### src/rtl/ifetch_pq_if.sv
// Pipelined Wishbone read-master bundle between the prefetch-queue fetch unit
// and its instruction memory slave.
interface ifetch_pq_if;
   logic        cyc_o;
   logic        stb_o;
   logic        we_o;
   logic [3:0]  sel_o;
   logic [31:0] adr_o;
   logic [31:0] dat_o;
   logic [31:0] dat_i;
   logic        ack_i;
   logic        stall_i;

   modport master (
      output cyc_o, stb_o, we_o, sel_o, adr_o, dat_o,
      input  dat_i, ack_i, stall_i
   );

   modport slave (
      input  cyc_o, stb_o, we_o, sel_o, adr_o, dat_o,
      output dat_i, ack_i, stall_i
   );
endinterface

### src/rtl/ifetch_pq.sv
// Prefetch-queue instruction fetch: credit-limited pipelined Wishbone reads feed
// a FWFT queue; 1- or 2-word instructions are assembled into a 64-bit IR.
module ifetch_pq #(
   parameter int unsigned FIFO_AW  = 4,
   parameter logic [31:0] RESET_PC = 32'h0
) (
   input  logic        clk_i,
   input  logic        rst_i,
   ifetch_pq_if.master bus,
   output logic [63:0] ir,
   output logic        ir_valid,
   output logic [31:0] pc,
   input  logic        pc_set,
   input  logic [31:0] pc_in,
   input  logic        halt,
   input  logic        stall_i
);
   localparam int unsigned DEPTH = 1 << FIFO_AW;

   typedef enum logic [1:0] {S_RESET, S_FETCH, S_FETCH2, S_HALT} state_t;

   state_t             state_q, state_d;
   logic [31:0]        pc_q, pc_d, adr_q, adr_d, low_q, low_d;
   logic [63:0]        ir_q, ir_d;
   logic               ir_valid_q, ir_valid_d;
   logic [FIFO_AW:0]   inflight_q, inflight_d, stale_q, stale_d, count_q, count_d;
   logic [FIFO_AW-1:0] wr_ptr_q, wr_ptr_d, rd_ptr_q, rd_ptr_d;
   logic [31:0]        mem_q [DEPTH];
   logic               fetching, stb, accept, push, pop;
   logic [FIFO_AW+1:0] credit_used;
   logic [31:0]        head, target;

   // Words already owed to the queue count against its free space; stale ones do not.
   always_comb begin
      fetching    = (state_q == S_FETCH) || (state_q == S_FETCH2);
      credit_used = (FIFO_AW+2)'(count_q) + (FIFO_AW+2)'(inflight_q) - (FIFO_AW+2)'(stale_q);
      stb         = fetching && !pc_set && (credit_used < (FIFO_AW+2)'(DEPTH));
      accept      = stb && !bus.stall_i;
      push        = bus.ack_i && (stale_q == '0) && (state_q != S_HALT) && !pc_set;
      pop         = fetching && !pc_set && !halt && !stall_i && (count_q != '0);
      head        = mem_q[rd_ptr_q];
      target      = pc_in & 32'hFFFF_FFFC;
   end

   always_comb begin
      state_d    = state_q;
      pc_d       = pc_q;
      low_d      = low_q;
      ir_d       = ir_q;
      ir_valid_d = ir_valid_q;
      adr_d      = accept ? adr_q + 32'd4 : adr_q;
      inflight_d = inflight_q + (FIFO_AW+1)'(accept) - (FIFO_AW+1)'(bus.ack_i);
      stale_d    = stale_q - (FIFO_AW+1)'(bus.ack_i && (stale_q != '0));
      count_d    = count_q + (FIFO_AW+1)'(push) - (FIFO_AW+1)'(pop);
      wr_ptr_d   = wr_ptr_q + FIFO_AW'(push);
      rd_ptr_d   = rd_ptr_q + FIFO_AW'(pop);

      unique case (state_q)
         S_RESET: begin
            state_d    = S_FETCH;
            ir_d       = '0;
            ir_valid_d = 1'b0;
         end
         S_HALT: begin
            ir_d       = '0;
            ir_valid_d = 1'b0;
         end
         default: begin
            if (halt) begin
               state_d = S_HALT;
               if (!stall_i) begin
                  ir_d       = '0;
                  ir_valid_d = 1'b0;
               end
            end else if (!stall_i) begin
               if (pop) begin
                  pc_d = pc_q + 32'd4;
                  if (state_q == S_FETCH2) begin
                     ir_d       = {head, low_q};
                     ir_valid_d = 1'b1;
                     state_d    = S_FETCH;
                  end else if (head[0]) begin
                     low_d      = head;
                     ir_d       = '0;
                     ir_valid_d = 1'b0;
                     state_d    = S_FETCH2;
                  end else begin
                     ir_d       = {32'h0, head};
                     ir_valid_d = 1'b1;
                  end
               end else begin
                  ir_d       = '0;
                  ir_valid_d = 1'b0;
               end
            end
         end
      endcase

      // Redirect: every request still outstanding now belongs to the old stream.
      if (pc_set) begin
         pc_d       = target;
         adr_d      = target;
         ir_d       = '0;
         ir_valid_d = 1'b0;
         count_d    = '0;
         wr_ptr_d   = '0;
         rd_ptr_d   = '0;
         stale_d    = inflight_q - (FIFO_AW+1)'(bus.ack_i);
         state_d    = S_RESET;
      end
   end

   always_ff @(posedge clk_i or posedge rst_i) begin
      if (rst_i) begin
         state_q    <= S_RESET;
         pc_q       <= RESET_PC;
         adr_q      <= RESET_PC;
         low_q      <= '0;
         ir_q       <= '0;
         ir_valid_q <= 1'b0;
         inflight_q <= '0;
         stale_q    <= '0;
         count_q    <= '0;
         wr_ptr_q   <= '0;
         rd_ptr_q   <= '0;
      end else begin
         state_q    <= state_d;
         pc_q       <= pc_d;
         adr_q      <= adr_d;
         low_q      <= low_d;
         ir_q       <= ir_d;
         ir_valid_q <= ir_valid_d;
         inflight_q <= inflight_d;
         stale_q    <= stale_d;
         count_q    <= count_d;
         wr_ptr_q   <= wr_ptr_d;
         rd_ptr_q   <= rd_ptr_d;
      end
   end

   always_ff @(posedge clk_i) begin
      if (push) mem_q[wr_ptr_q] <= bus.dat_i;
   end

   assign bus.cyc_o = stb || (inflight_q != '0);
   assign bus.stb_o = stb;
   assign bus.we_o  = 1'b0;
   assign bus.sel_o = 4'hf;
   assign bus.adr_o = adr_q;
   assign bus.dat_o = '0;
   assign ir        = ir_q;
   assign ir_valid  = ir_valid_q;
   assign pc        = pc_q;
endmodule
### src/flat_wrapper.sv
// flat-port wrapper written by rule: the top's interface ports become plain ports
module ifetch_pq_flat 
#(
   parameter int unsigned FIFO_AW  = 4,
   parameter logic [31:0] RESET_PC = 32'h0
)
  (clk_i, rst_i, ir, ir_valid, pc, pc_set, pc_in, halt, stall_i, bus_cyc_o, bus_stb_o, bus_we_o, bus_sel_o, bus_adr_o, bus_dat_o, bus_dat_i, bus_ack_i, bus_stall_i);
  ifetch_pq_if bus_i ();
  input  logic clk_i;
  input  logic rst_i;
  output logic [63:0] ir;
  output logic ir_valid;
  output logic [31:0] pc;
  input  logic pc_set;
  input  logic [31:0] pc_in;
  input  logic halt;
  input  logic stall_i;
  output wire logic [$bits(bus_i.cyc_o)-1:0] bus_cyc_o;
  output wire logic [$bits(bus_i.stb_o)-1:0] bus_stb_o;
  output wire logic [$bits(bus_i.we_o)-1:0] bus_we_o;
  output wire logic [$bits(bus_i.sel_o)-1:0] bus_sel_o;
  output wire logic [$bits(bus_i.adr_o)-1:0] bus_adr_o;
  output wire logic [$bits(bus_i.dat_o)-1:0] bus_dat_o;
  input wire logic [$bits(bus_i.dat_i)-1:0] bus_dat_i;
  input wire logic [$bits(bus_i.ack_i)-1:0] bus_ack_i;
  input wire logic [$bits(bus_i.stall_i)-1:0] bus_stall_i;
  assign bus_cyc_o = bus_i.cyc_o;
  assign bus_stb_o = bus_i.stb_o;
  assign bus_we_o = bus_i.we_o;
  assign bus_sel_o = bus_i.sel_o;
  assign bus_adr_o = bus_i.adr_o;
  assign bus_dat_o = bus_i.dat_o;
  assign bus_i.dat_i = bus_dat_i;
  assign bus_i.ack_i = bus_ack_i;
  assign bus_i.stall_i = bus_stall_i;
  ifetch_pq #(.FIFO_AW(FIFO_AW), .RESET_PC(RESET_PC)) u_core (.clk_i(clk_i), .rst_i(rst_i), .bus(bus_i), .ir(ir), .ir_valid(ir_valid), .pc(pc), .pc_set(pc_set), .pc_in(pc_in), .halt(halt), .stall_i(stall_i));
endmodule
### config.mk
export PLATFORM = sky130hd
export DESIGN_NAME = ifetch_pq_flat
export DESIGN_NICKNAME = d
export VERILOG_FILES = /design/src/rtl/ifetch_pq_if.sv /design/src/rtl/ifetch_pq.sv /design/src/flat_wrapper.sv
export SDC_FILE = /design/constraint.sdc
export NUM_CORES = 1
export LEC_CHECK = 0
export CORE_UTILIZATION = 55
export CTS_CLUSTER_DIAMETER = 30
export CTS_CLUSTER_SIZE = 10
export DETAILED_ROUTE_END_ITERATION = 7
export PLACE_DENSITY = 0.76
export REMOVE_ABC_BUFFERS = 1
export SLEW_MARGIN = 15
export SYNTH_ARGS = -nofsm -noshare
export SYNTH_HDL_FRONTEND = slang
export SYNTH_SLANG_ARGS = --single-unit
### constraint.sdc
create_clock -name clk_i -period 7.6 [get_ports clk_i]
set_input_delay 1.52 -clock clk_i [delete_from_list [all_inputs] [get_ports clk_i]]
set_output_delay 1.52 -clock clk_i [all_outputs]
set_load 0.02 [all_outputs]
==> flow_metrics.tcl, run 1 <==
set metrics [dict create \
    grt-busiest-layer "met2" \
    fillerInstances 3235 \
    synthCells 1690 \
    yosysSeqAreaShare_pct 69.6 \
    routedWlPerCell_um 25.7 \
    core_region_area_um2 51400 \
    synth_area_leader_cell "sky130_fd_sc_hd__edfxtp_1" \
    synthTopCellsByArea "sky130_fd_sc_hd__edfxtp_1, sky130_fd_sc_hd__dfrtp_1, sky130_fd_sc_hd__mux4_2" \
    cts_tree "done" \
    ctsLongestPathBuffers 3 \
    cts_post_setup_buffers_inserted 0 \
    synth_area_in_compound_gates_pct 7.24 \
    synth_seq_cells 694 \
    grt_use_met1_pct 35.6 \
    critPathCaptureType "output port" \
    crit_type "reg2out" \
    pin_count 239 \
    maxClockFrequency_mhz 189 \
    placed_cells_incl_taps 2506 \
    ys_dominant_reg_cell "sky130_fd_sc_hd__edfxtp_1" \
    cap_violations 0 \
    floorplan.initialDensity_pct 55.7 \
    cts-buffers-inserted 116 \
    yosysTopAreaCellShare_pct 53.7 \
    power_frac_seq_pct 41.3 \
    die_w_um 230 \
    dp_hpwl_um 36800 \
    drc 0 \
    first_global_vias 17636 \
    global_route.usage.met2_pct 44.1 \
    combPwrFrac_pct 10.1 \
    rsz0062_at_grt "false" \
    timing.critical_path.arrival_ns 3.76 \
    grt.overflow.total 0 \
    cts.clk_slew.worst_paths_ns 0.05 \
    internal-power_mw 8.05 \
    worstPathRequired_ns 6.08 \
    finalHoldViolations 0 \
    flow.area_growth_from_synthesis_pct 22.9 \
    globalRouteMet3Util_pct 6.15 \
    first_pass_iters 5 \
    globalRouteTotalUtil_pct 27.0 \
    grt_pass1_wl_um 106000 \
    power.switching_fraction_pct 24.2 \
    timing.final.setup_violations 0 \
    place_congestion 0.867 \
    p_per_area_nw_per_um2 301 \
    drive_above_1_share_pct 20.9 \
    clock-skew-final_ns 0.0228 \
    synth_warn 0 \
    setup_tns_ns 0 \
    critPathMostFrequentCell "sky130_fd_sc_hd__inv_1" \
    crit_path_cell_trace "inv_1 -> fa_1 -> inv_1 -> ha_1 -> nand3b_1 -> a22oi_1 -> a21oi_1 -> o2111ai_1 -> clkdlybuf4s50_1" \
    synth_edf_count 512 \
    drtAntennaViolNets 0 \
    port_buffers 195 \
    die_area_um2 53000 \
    crit_slowest_cell "sky130_fd_sc_hd__clkdlybuf4s50_1" \
    dpl-instance-area_um2 31300 \
    cts.root.buffer_cell "sky130_fd_sc_hd__clkbuf_16" \
    post_cts.resized_instances 0 \
    nNetsFinal 2051 \
    routed_via_density 6.19 \
    drt_iter0_markers 1659 \
    chipHeight_um 230 \
    finalWorstPathRequiredPeriod_ns 5.28 \
    hold_buffer_count_at_cts 0 \
    max-slew-margin-rel_pct 24.0 \
    rows 83 \
    final_cell_count_no_fill 2728 \
    switchingPower_mw 2.56 \
    yosys.area_share.adder_pct 1.73 \
    synth_cell_types 61 \
    grt_max_degree 118 \
    post_synth_xor_area_fraction_pct 1.07 \
    cts-htree-levels 3 \
    synth_top_family_by_area "multiplexers" \
    worstMarginPinSlew_ns 1.14 \
    power.ir.vdd_worst_mv 0.229 \
    synthMuxAreaShare_pct 12.0 \
    cp-start-kind "flop" \
    outcome "complete, no violations" \
    clock_insertion_delay_worst_skew_ns 0.66 \
    critical_path.max_stage_delay_ns 0.67 \
    post-route-cell-area_um2 35200 \
    min_path_type "reg2reg" \
    cts.sinks 694 \
    worst_path_dominant_cell_family "compound AO/OA/AOI/OAI gates" \
    critical_path_peak_fanout 5 \
    synth_area_per_cell_um2 17.0 \
    power.static_leakage_nw 12.9 \
    final_min_period_over_clock_period_pct 69.5 \
    grt_antenna_before_repair 5 \
    cp_num_buf_inv 3 \
    slew_violations 0 \
    asyncSetResetFlopFracSynth_pct 26.2 \
    netlist_area_um2 28600 \
    pwr-share-clk_pct 48.6 \
    synth_simple_gate_area_share_pct 5.39 \
    routed-via-count 16899 \
    drt-total-wl_um 70000 \
]
## registers in the layout (all words and copies together) (netlist names)
| signal | flops |
|---|---|
| u_core.count_q | 5 |
| u_core.pc | 30 |
| u_core.ir | 64 |
| u_core.wr_ptr_q | 4 |
| u_core.state_q | 2 |
| u_core.low_q | 32 |
| u_core.rd_ptr_q | 4 |
| u_core.mem_q | 512 |
| u_core.inflight_q | 5 |
| u_core.ir_valid | 1 |
| u_core.bus.adr_o | 30 |
| u_core.stale_q | 5 |
## cells in the mapped netlist (all sizes together) (8+ instances only)
cell type  instances
a22oi             63
xor2              11
mux2              33
a21oi             13
nor3              15
inv               41
clkbuf            54
mux4             128
edfxtp           512
and3              10
o211ai            30
nand3             40
dfrtp            182
nor4              15
xnor2             24
ha                30
o311ai            15
o31ai              8
buf               77
nand4             17
nor2b             16
o21ai             28
or3               10
a21o              35
nor2              49
a22o              65
nand2             98
## worst reg2reg max path, stage by stage (launching register included)
cell and delay [ns]:
sky130_fd_sc_hd__dfrtp_1 0.45, sky130_fd_sc_hd__inv_1 0.07, sky130_fd_sc_hd__ha_1 0.33, sky130_fd_sc_hd__nand2b_1 0.14, sky130_fd_sc_hd__or4_1 0.48, sky130_fd_sc_hd__buf_4 0.27, sky130_fd_sc_hd__inv_1 0.54, sky130_fd_sc_hd__and2_2 0.74
sky130_fd_sc_hd__buf_4 0.60, sky130_fd_sc_hd__a22o_1 0.28, sky130_fd_sc_hd__a21o_1 0.08
## layer usage
metal / wire length (µm) / up-vias
met5: 39 / -
met4: 1850 / 6
met3: 6060 / 147
met2: 34800 / 915
met1: 27300 / 8670
li1: - / 7161
## path summary, 6_finish.rpt
| kind | slack, ns | start | end | depth (start not counted) |
|---|---|---|---|---|
| min | 0.48 | u_core.low_q[0] | u_core.low_q[0] | 1 |
| min reg2reg | 0.48 | u_core.low_q[0] | u_core.low_q[0] | 1 |
| max in group asynchronous | 4.59 | rst_i | u_core.ir[13] | 3 |
| min in group asynchronous | 1.47 | rst_i | u_core.ir[44] | 2 |
| max | 2.32 | u_core.count_q[1] | bus_cyc_o | 9 |
| max reg2reg | 3.56 | u_core.state_q[1] | u_core.ir[16] | 10 |
## cell type report
class,count,area (µm²),area share [%]
flip-flops and latches,694,19900,56.6
multi-input cells,862,8130,23.1
clock buffers,139,3100,8.81
repair buffers,228,2190,6.23
well taps,680,851,2.42
clock inverters,80,826,2.34
inverters,42,165,0.469
diodes,3,7.51,0.0213
## cell usage in the layout (no fill, tap or decap), types with 7 or more instances in the layout
cell type and n:
sky130_fd_sc_hd__inv_6 9, sky130_fd_sc_hd__clkinv_1 7, sky130_fd_sc_hd__nand3_1 40, sky130_fd_sc_hd__o31ai_1 8, sky130_fd_sc_hd__nand2_1 98, sky130_fd_sc_hd__nor2b_1 14, sky130_fd_sc_hd__clkinv_4 14, sky130_fd_sc_hd__nor4_1 14
sky130_fd_sc_hd__nor2_4 12, sky130_fd_sc_hd__nor2_1 36, sky130_fd_sc_hd__clkbuf_1 15, sky130_fd_sc_hd__dfrtp_1 180, sky130_fd_sc_hd__clkbuf_16 119, sky130_fd_sc_hd__clkinvlp_4 8, sky130_fd_sc_hd__a21o_1 35, sky130_fd_sc_hd__inv_1 40
sky130_fd_sc_hd__clkdlybuf4s50_1 194, sky130_fd_sc_hd__a21oi_1 13, sky130_fd_sc_hd__ha_1 30, sky130_fd_sc_hd__o211ai_1 30, sky130_fd_sc_hd__a22o_1 65, sky130_fd_sc_hd__bufinv_16 12, sky130_fd_sc_hd__clkinv_2 29, sky130_fd_sc_hd__conb_1 41
sky130_fd_sc_hd__edfxtp_1 512, sky130_fd_sc_hd__or3_1 9, sky130_fd_sc_hd__mux4_2 128, sky130_fd_sc_hd__buf_4 33, sky130_fd_sc_hd__o311ai_0 15, sky130_fd_sc_hd__xor2_1 11, sky130_fd_sc_hd__and3_1 9, sky130_fd_sc_hd__nand4_1 17
sky130_fd_sc_hd__xnor2_1 24, sky130_fd_sc_hd__o21ai_0 28, sky130_fd_sc_hd__a22oi_1 63, sky130_fd_sc_hd__and4_1 7, sky130_fd_sc_hd__mux2_4 28, sky130_fd_sc_hd__nor3_1 11
## stage by stage
step	hold WS (ns)	util [%]	setup slack (ns)	power, mW
2_1_floorplan	0.436	-	-0.388	5.13
3_3_place_gp	0.452	60.8	2.53	5.44
3_5_place_dp	0.469	60.8	2.49	5.50
4_1_cts	0.480	68.5	2.33	10.7
5_1_grt	0.504	68.5	2.14	11.0
6_report	0.480	68.5	2.32	10.6
## power by group through the flow
| stage | Sequential [mW] | Combinational (mW) | Clock (mW) |
|---|---|---|---|
| 4_1_cts | 4.37 | 1.08 | 5.21 |
| 3_3_place_gp | 4.43 | 1.01 | 0 |
| 3_5_place_dp | 4.44 | 1.06 | 0 |
| 6_report | 4.38 | 1.07 | 5.16 |
| 2_1_floorplan | 4.46 | 0.669 | 0 |
| 5_1_grt | 4.40 | 1.18 | 5.38 |
## logic make-up after synthesis
logic type	after synthesis
flip-flops	694
AND/OR/NAND/NOR	308
AO/OA/AOI/OAI	274
buffers and inverters	173
multiplexers	168
adder cells (fa/ha/maj)	36
XOR/XNOR	35
other	2
Note: power is estimated with default switching activity, not from simulation.
==> run 2: changes to the inputs <==
--- a/config.mk
+++ b/config.mk
@@ -5,7 +5,7 @@
 export SDC_FILE = /design/constraint.sdc
 export NUM_CORES = 1
 export LEC_CHECK = 0
-export CORE_UTILIZATION = 55
+export CORE_UTILIZATION = 52
 export CTS_CLUSTER_DIAMETER = 30
 export CTS_CLUSTER_SIZE = 10
 export DETAILED_ROUTE_END_ITERATION = 7
==> constraint.sdc (replaced) <==
create_clock -name clk_i -period 4.4 [get_ports clk_i]
set_input_delay 0.88 -clock clk_i [delete_from_list [all_inputs] [get_ports clk_i]]
set_output_delay 0.88 -clock clk_i [all_outputs]
set_load 0.02 [all_outputs]
==> run 2 against run 1 <==
Compared with the run above:
- via count grew 1.2%
- wire length grew 1.4%
- count of clock-buffer cells in the layout grew 30
- first-iteration DRC count grew 7.8%
- combinational power grew 75%
- sequential share of layout area shrank 0.77 points
- sequential power grew 73%
- register-to-register slack lost 2.6 ns
- die area grew 5.7%
- design area grew 1.4%
- hold slack lost 0.016 ns
- critical path type unchanged
- largest power group unchanged
==> flow_metrics.tcl, run 2 (synthesized netlist as in run 1, its figures left out) <==
set metrics [dict create \
    outcome "complete, no violations" \
    die_w_um 237 \
    drc 0 \
    p_per_area_nw_per_um2 535 \
    worstPathRequired_ns 3.52 \
    nNetsFinal 2070 \
    grt.overflow.total 0 \
    cts-htree-levels 4 \
    cts_tree "done" \
    routed-via-count 17098 \
    critPathCaptureType "output port" \
    port_buffers 195 \
    cp-start-kind "flop" \
    fillerInstances 3520 \
    cap_violations 0 \
    rsz0062_at_grt "false" \
    grt_max_degree 110 \
    finalWorstPathRequiredPeriod_ns 4.15 \
    critical_path_peak_fanout 5 \
    routedWlPerCell_um 25.7 \
    first_pass_iters 7 \
    setup_tns_ns 0 \
    power.ir.vdd_worst_mv 0.440 \
    max_reg_flops 512 \
    clock_insertion_delay_worst_skew_ns 0.69 \
    cts.sinks 694 \
    cts_post_setup_buffers_inserted 0 \
    final_min_period_over_clock_period_pct 94.4 \
    globalRouteTotalUtil_pct 25.7 \
    cts-buffers-inserted 131 \
    reg_with_most_ffs "u_core.mem_q" \
    crit_type "reg2out" \
    cts.root.buffer_cell "sky130_fd_sc_hd__clkbuf_16" \
    flow.area_growth_from_synthesis_pct 24.6 \
    drtAntennaViolNets 0 \
    grt_pass1_wl_um 107000 \
    maxClockFrequency_mhz 241 \
    power.static_leakage_nw 13.1 \
    drt_iter0_markers 1789 \
    clock-skew-final_ns 0.0211 \
    first_global_vias 17601 \
    timing.final.setup_violations 0 \
    most_common_library_cell_in_the_layout_ignoring_fill_and_taps "sky130_fd_sc_hd__edfxtp_1" \
    core_region_area_um2 54100 \
    highest_count_cells_in_the_layout_ignoring_fill_and_taps "sky130_fd_sc_hd__edfxtp_1, sky130_fd_sc_hd__clkdlybuf4s50_1, sky130_fd_sc_hd__dfrtp_1" \
    dp_hpwl_um 36500 \
    max-slew-margin-rel_pct 34.0 \
    final_cell_count_no_fill 2759 \
    final_core_util_pct 66.0 \
    slew_violations 0 \
    chipHeight_um 237 \
    rows 85 \
    timing.reg2reg.setup_slack_ns 0.96 \
    timing.critical_path.arrival_ns 3.27 \
    routed_via_density 6.20 \
    cts.clk_slew.worst_paths_ns 0.04 \
    drive_above_1_share_pct 21.0 \
    ctsLongestPathBuffers 3 \
    die_area_um2 56000 \
    grt_antenna_before_repair 4 \
    holdWs_ns 0.464 \
    floorplan.initialDensity_pct 52.9 \
    pin_count 239 \
    min_path_type "reg2reg" \
    drt-total-wl_um 71000 \
    finalHoldViolations 0 \
    hold_buffer_count_at_cts 0 \
    place_congestion 0.893 \
    worstMarginPinSlew_ns 0.990 \
    placed_cells_incl_taps 2526 \
]
[run 2: cell count changes in the layout (fill, tap and decap cells not counted), moves of 2 or more]
| cell | before | now |
|---|---|---|
| sky130_fd_sc_hd__clkbuf_16 | 119 | 139 |
| sky130_fd_sc_hd__clkinv_4 | 14 | 4 |
| sky130_fd_sc_hd__clkinv_2 | 29 | 20 |
| sky130_fd_sc_hd__clkbuf_1 | 15 | 22 |
| sky130_fd_sc_hd__clkinv_1 | 7 | 14 |
| sky130_fd_sc_hd__buf_12 | 0 | 5 |
| sky130_fd_sc_hd__inv_6 | 9 | 5 |
| sky130_fd_sc_hd__clkbuf_8 | 5 | 8 |
| sky130_fd_sc_hd__clkdlybuf4s50_1 | 194 | 192 |
| sky130_fd_sc_hd__clkinvlp_4 | 8 | 10 |
| sky130_fd_sc_hd__diode_2 | 3 | 1 |
[run 2: repair_timing]
action / 4_1_cts / 5_1_grt
gates resized for setup: 1 / 1
endpoints found under the setup margin: 1 / 1
hold endpoints to repair: 0 / 0
[run 2: routing by layer]
layer / global-route usage (%) / part of all wire (%)
met4: 9.11 / 2.5
met5: 0 / 0.054
met2: 42.2 / 50
met3: 6.51 / 8.7
met1: 33.4 / 39
[run 2: layout make-up]
class	count	area [µm²]	share of cell area, %
Tap cell	696	871	2.44
Inverter	42	165	0.463
Sequential cell	694	19900	55.8
Multi-Input combinational cell	862	8130	22.8
Clock inverter	63	633	1.77
Clock buffer	169	3670	10.3
Antenna cell	1	2.50	0.00701
Timing Repair Buffer	232	2290	6.41
[run 2: report_power, final]
| part | switching (mW) | internal [mW] | total [mW] | leakage (nW) |
|---|---|---|---|---|
| registers | 0.251 | 7.31 | 7.56 | 6.98 |
| logic | 1.01 | 0.863 | 1.87 | 4.04 |
| clock network | 3.20 | 6.47 | 9.68 | 2.09 |
[run 2: critical path: stages (launching register included)]
cell	delay, ns
sky130_fd_sc_hd__dfrtp_1	0.35
sky130_fd_sc_hd__inv_1	0.09
sky130_fd_sc_hd__fa_1	0.54
sky130_fd_sc_hd__inv_1	0.04
sky130_fd_sc_hd__ha_1	0.27
sky130_fd_sc_hd__o21ai_0	0.17
sky130_fd_sc_hd__a22oi_1	0.09
sky130_fd_sc_hd__buf_4	0.17
sky130_fd_sc_hd__nor3_1	0.17
sky130_fd_sc_hd__a21oi_1	0.09
sky130_fd_sc_hd__o2111ai_1	0.25
sky130_fd_sc_hd__dlygate4sd2_1	0.38
[run 2: stage by stage]
step | cell area [µm²] | worst slack (ns) | total power [mW]
2_1_floorplan | 28100 | -3.59 | 8.86
3_3_place_gp | 31400 | 0.694 | 9.44
3_5_place_dp | 31400 | 0.643 | 9.52
4_1_cts | 35700 | 0.0312 | 19.2
5_1_grt | 35700 | 0.00139 | 19.7
6_report | 35700 | 0.246 | 19.1
[run 2: path summary, 6_finish.rpt]
kind	from	endpoint	depth (start not counted)
setup / recovery	u_core.count_q[2]	bus_cyc_o	11
hold / removal	u_core.low_q[0]	u_core.low_q[0]	1
setup reg to reg	u_core.count_q[1]	u_core.inflight_q[4]	15
hold reg to reg	u_core.low_q[0]	u_core.low_q[0]	1
max in group asynchronous	rst_i	u_core.ir[47]	3
min in group asynchronous	rst_i	u_core.inflight_q[2]	2
==> run 3: changes to the inputs <==
--- a/config.mk
+++ b/config.mk
@@ -6,7 +6,7 @@
 export NUM_CORES = 1
 export LEC_CHECK = 0
 export CORE_UTILIZATION = 52
-export CTS_CLUSTER_DIAMETER = 30
+export CTS_CLUSTER_DIAMETER = 200
 export CTS_CLUSTER_SIZE = 10
 export DETAILED_ROUTE_END_ITERATION = 7
 export PLACE_DENSITY = 0.76
==> run 3 against run 2 <==
Compared with the run above:
- design area down 5.7%
- sequential cell count is the same
- hold slack better by 0.0026 ns
- sequential share of layout area grew 3.4 points
- clock skew is 0.0070 ns higher
- setup slack better by 0.046 ns
- power decreased by 20%
- largest power group is now sequential cells
- highest routed layer unchanged
==> flow_metrics.tcl, run 3 (synthesized netlist as in run 1, its figures left out) <==
set metrics [dict create \
    crit_type "reg2out" \
    holdPathEnd "u_core.low_q[0]" \
    min_path_type "reg2reg" \
    cts.sinks 694 \
    most_common_library_cell_in_the_layout_ignoring_fill_and_taps "sky130_fd_sc_hd__edfxtp_1" \
    hold_buffer_count_at_cts 0 \
    rsz0062_at_grt "false" \
    place_congestion 0.893 \
    clock_insertion_delay_worst_skew_ns 0.61 \
    cts_post_setup_buffers_inserted 0 \
    drt_iter0_markers 1646 \
    clock-skew-final_ns 0.0281 \
    dpl_worst_slack_ns 0.643 \
    cp-startpoint "u_core.inflight_q[2]" \
    port_buffers 195 \
    power.static_leakage_nw 12.1 \
    r2r_start "u_core.count_q[1]" \
    finalWorstPathRequiredPeriod_ns 4.11 \
    globalRouteTotalUtil_pct 24.3 \
    grt_max_degree 110 \
    p_per_area_nw_per_um2 455 \
    pin_count 239 \
    routed_via_density 6.20 \
    cts-htree-levels 3 \
    outcome "complete, no violations" \
    power.total_mw 15.3 \
    cap_violations 0 \
    cts-buffers-inserted 79 \
    worst_path_dominant_cell_family "adder cells" \
    drt-total-wl_um 67700 \
    regToRegEndpoint "u_core.inflight_q[4]" \
    crit_path_cell_trace "inv_1 -> fa_1 -> inv_1 -> ha_1 -> o21ai_0 -> a22oi_1 -> buf_4 -> nor3_1 -> a21oi_1 -> o2111ai_1 -> dlygate4sd2_1" \
    timing.reg2reg.setup_slack_ns 1.00 \
    final_core_util_pct 62.2 \
    grt.overflow.total 0 \
    nNetsFinal 2018 \
    timing.critical_path.arrival_ns 3.23 \
    worstMarginPinSlew_ns 0.989 \
    maxClockFrequency_mhz 243 \
    die_w_um 237 \
    routedWlPerCell_um 25.3 \
    cp_num_buf_inv 4 \
    cts_tree "done" \
    first_pass_iters 5 \
    timing.final.setup_violations 0 \
    final_min_period_over_clock_period_pct 93.4 \
    critical_path_peak_fanout 5 \
    critical_path.max_stage_delay_ns 0.49 \
    max-slew-margin-rel_pct 33.5 \
    critPathCaptureType "output port" \
    flow.area_growth_from_synthesis_pct 17.5 \
    power.ir.vdd_worst_mv 0.333 \
    critPathMostFrequentCell "sky130_fd_sc_hd__inv_1" \
    slew_violations 0 \
    cp-start-kind "flop" \
    grt_antenna_before_repair 4 \
    drtAntennaViolNets 0 \
    routed-via-count 16556 \
    first_global_vias 16946 \
    crit_slowest_cell "sky130_fd_sc_hd__fa_1" \
    die_area_um2 56000 \
    core_region_area_um2 54100 \
    rows 85 \
    drive_above_1_share_pct 16.2 \
    finalHoldViolations 0 \
    hold_path.startpoint "u_core.low_q[0]" \
    reg_with_most_ffs "u_core.mem_q" \
    worstRegToRegCells 15 \
    final.setup.worst_slack_ns 0.292 \
    floorplan.initialDensity_pct 52.9 \
    chipHeight_um 237 \
    ctsLongestPathBuffers 3 \
    highest_count_cells_in_the_layout_ignoring_fill_and_taps "sky130_fd_sc_hd__edfxtp_1, sky130_fd_sc_hd__clkdlybuf4s50_1, sky130_fd_sc_hd__dfrtp_1" \
    drc 0 \
    timing.hold.worst_path_depth 1 \
    grt_pass1_wl_um 102000 \
    worstSetupPathDepth 11 \
    cts.root.buffer_cell "sky130_fd_sc_hd__clkbuf_16" \
    dp_hpwl_um 36500 \
    max_reg_flops 512 \
    cts.clk_slew.worst_paths_ns 0.05 \
    worstPathRequired_ns 3.52 \
]
run 3: area by class of cell:
class	instances	area [µm²]
clock buffer	137	2220
clock inverter	5	51.3
inverter	42	165
timing repair buffer	232	2290
sequential	694	19900
multi-input combinational	862	8130
tap	696	871
antenna	2	5.00
fill	3755	20500
run 3: worst register-to-register path: cells and delay by family, from the launching register on:
kind / cells / cell delay (ns)
buffers and inverters: 4 / 0.53
XOR/XNOR: 1 / 0.12
flip-flops: 1 / 0.37
AO/OA/AOI/OAI: 2 / 0.34
multiplexers: 1 / 0.23
AND/OR/NAND/NOR: 3 / 0.24
adder cells (fa/ha/maj): 4 / 1.49
run 3: repair_timing:
| action | CTS | global route |
|---|---|---|
| hold endpoints to repair | 0 | 0 |
| setup endpoints to repair | 1 | 1 |
| resized for setup | 1 | 1 |
run 3: where the power goes:
group	leakage [nW]	switching [mW]	total, mW	internal, mW
Clock	1.08	2.49	5.89	3.40
Combinational	4.04	1.01	1.87	0.863
Sequential	6.98	0.247	7.55	7.30
Total	12.1	3.74	15.3	11.6
run 3: worst max-delay path by stage:
stage	to	slack [ns]
floorplan	u_core.ir[10]	-3.59
global placement	bus_cyc_o	0.69
detailed placement	bus_cyc_o	0.64
CTS	bus_stb_o	0.12
global route	bus_cyc_o	0.08
finish	bus_cyc_o	0.29
run 3: metrics by stage:
| stage | setup TNS (ns) | hold slack (ns) | cells | instance area, µm² |
|---|---|---|---|---|
| global placement | 0 | 0.450 | 2526 | 31400 |
| detailed placement | 0 | 0.453 | 2526 | 31400 |
| finish | 0 | 0.467 | 2670 | 33700 |
| CTS | 0 | 0.471 | 2668 | 33700 |
| global route | 0 | 0.503 | 2668 | 33700 |
| floorplan | -541.60 | 0.436 | 1598 | 28100 |
run 3: routing by layer:
layer | global-route usage, % | vias to the layer above | wire length, µm
li1 | - | 7044 | -
met1 | 32.4 | 8576 | 26900
met2 | 40.7 | 805 | 33900
met3 | 4.45 | 127 | 5400
met4 | 7.58 | 4 | 1430
met5 | 0 | - | 20
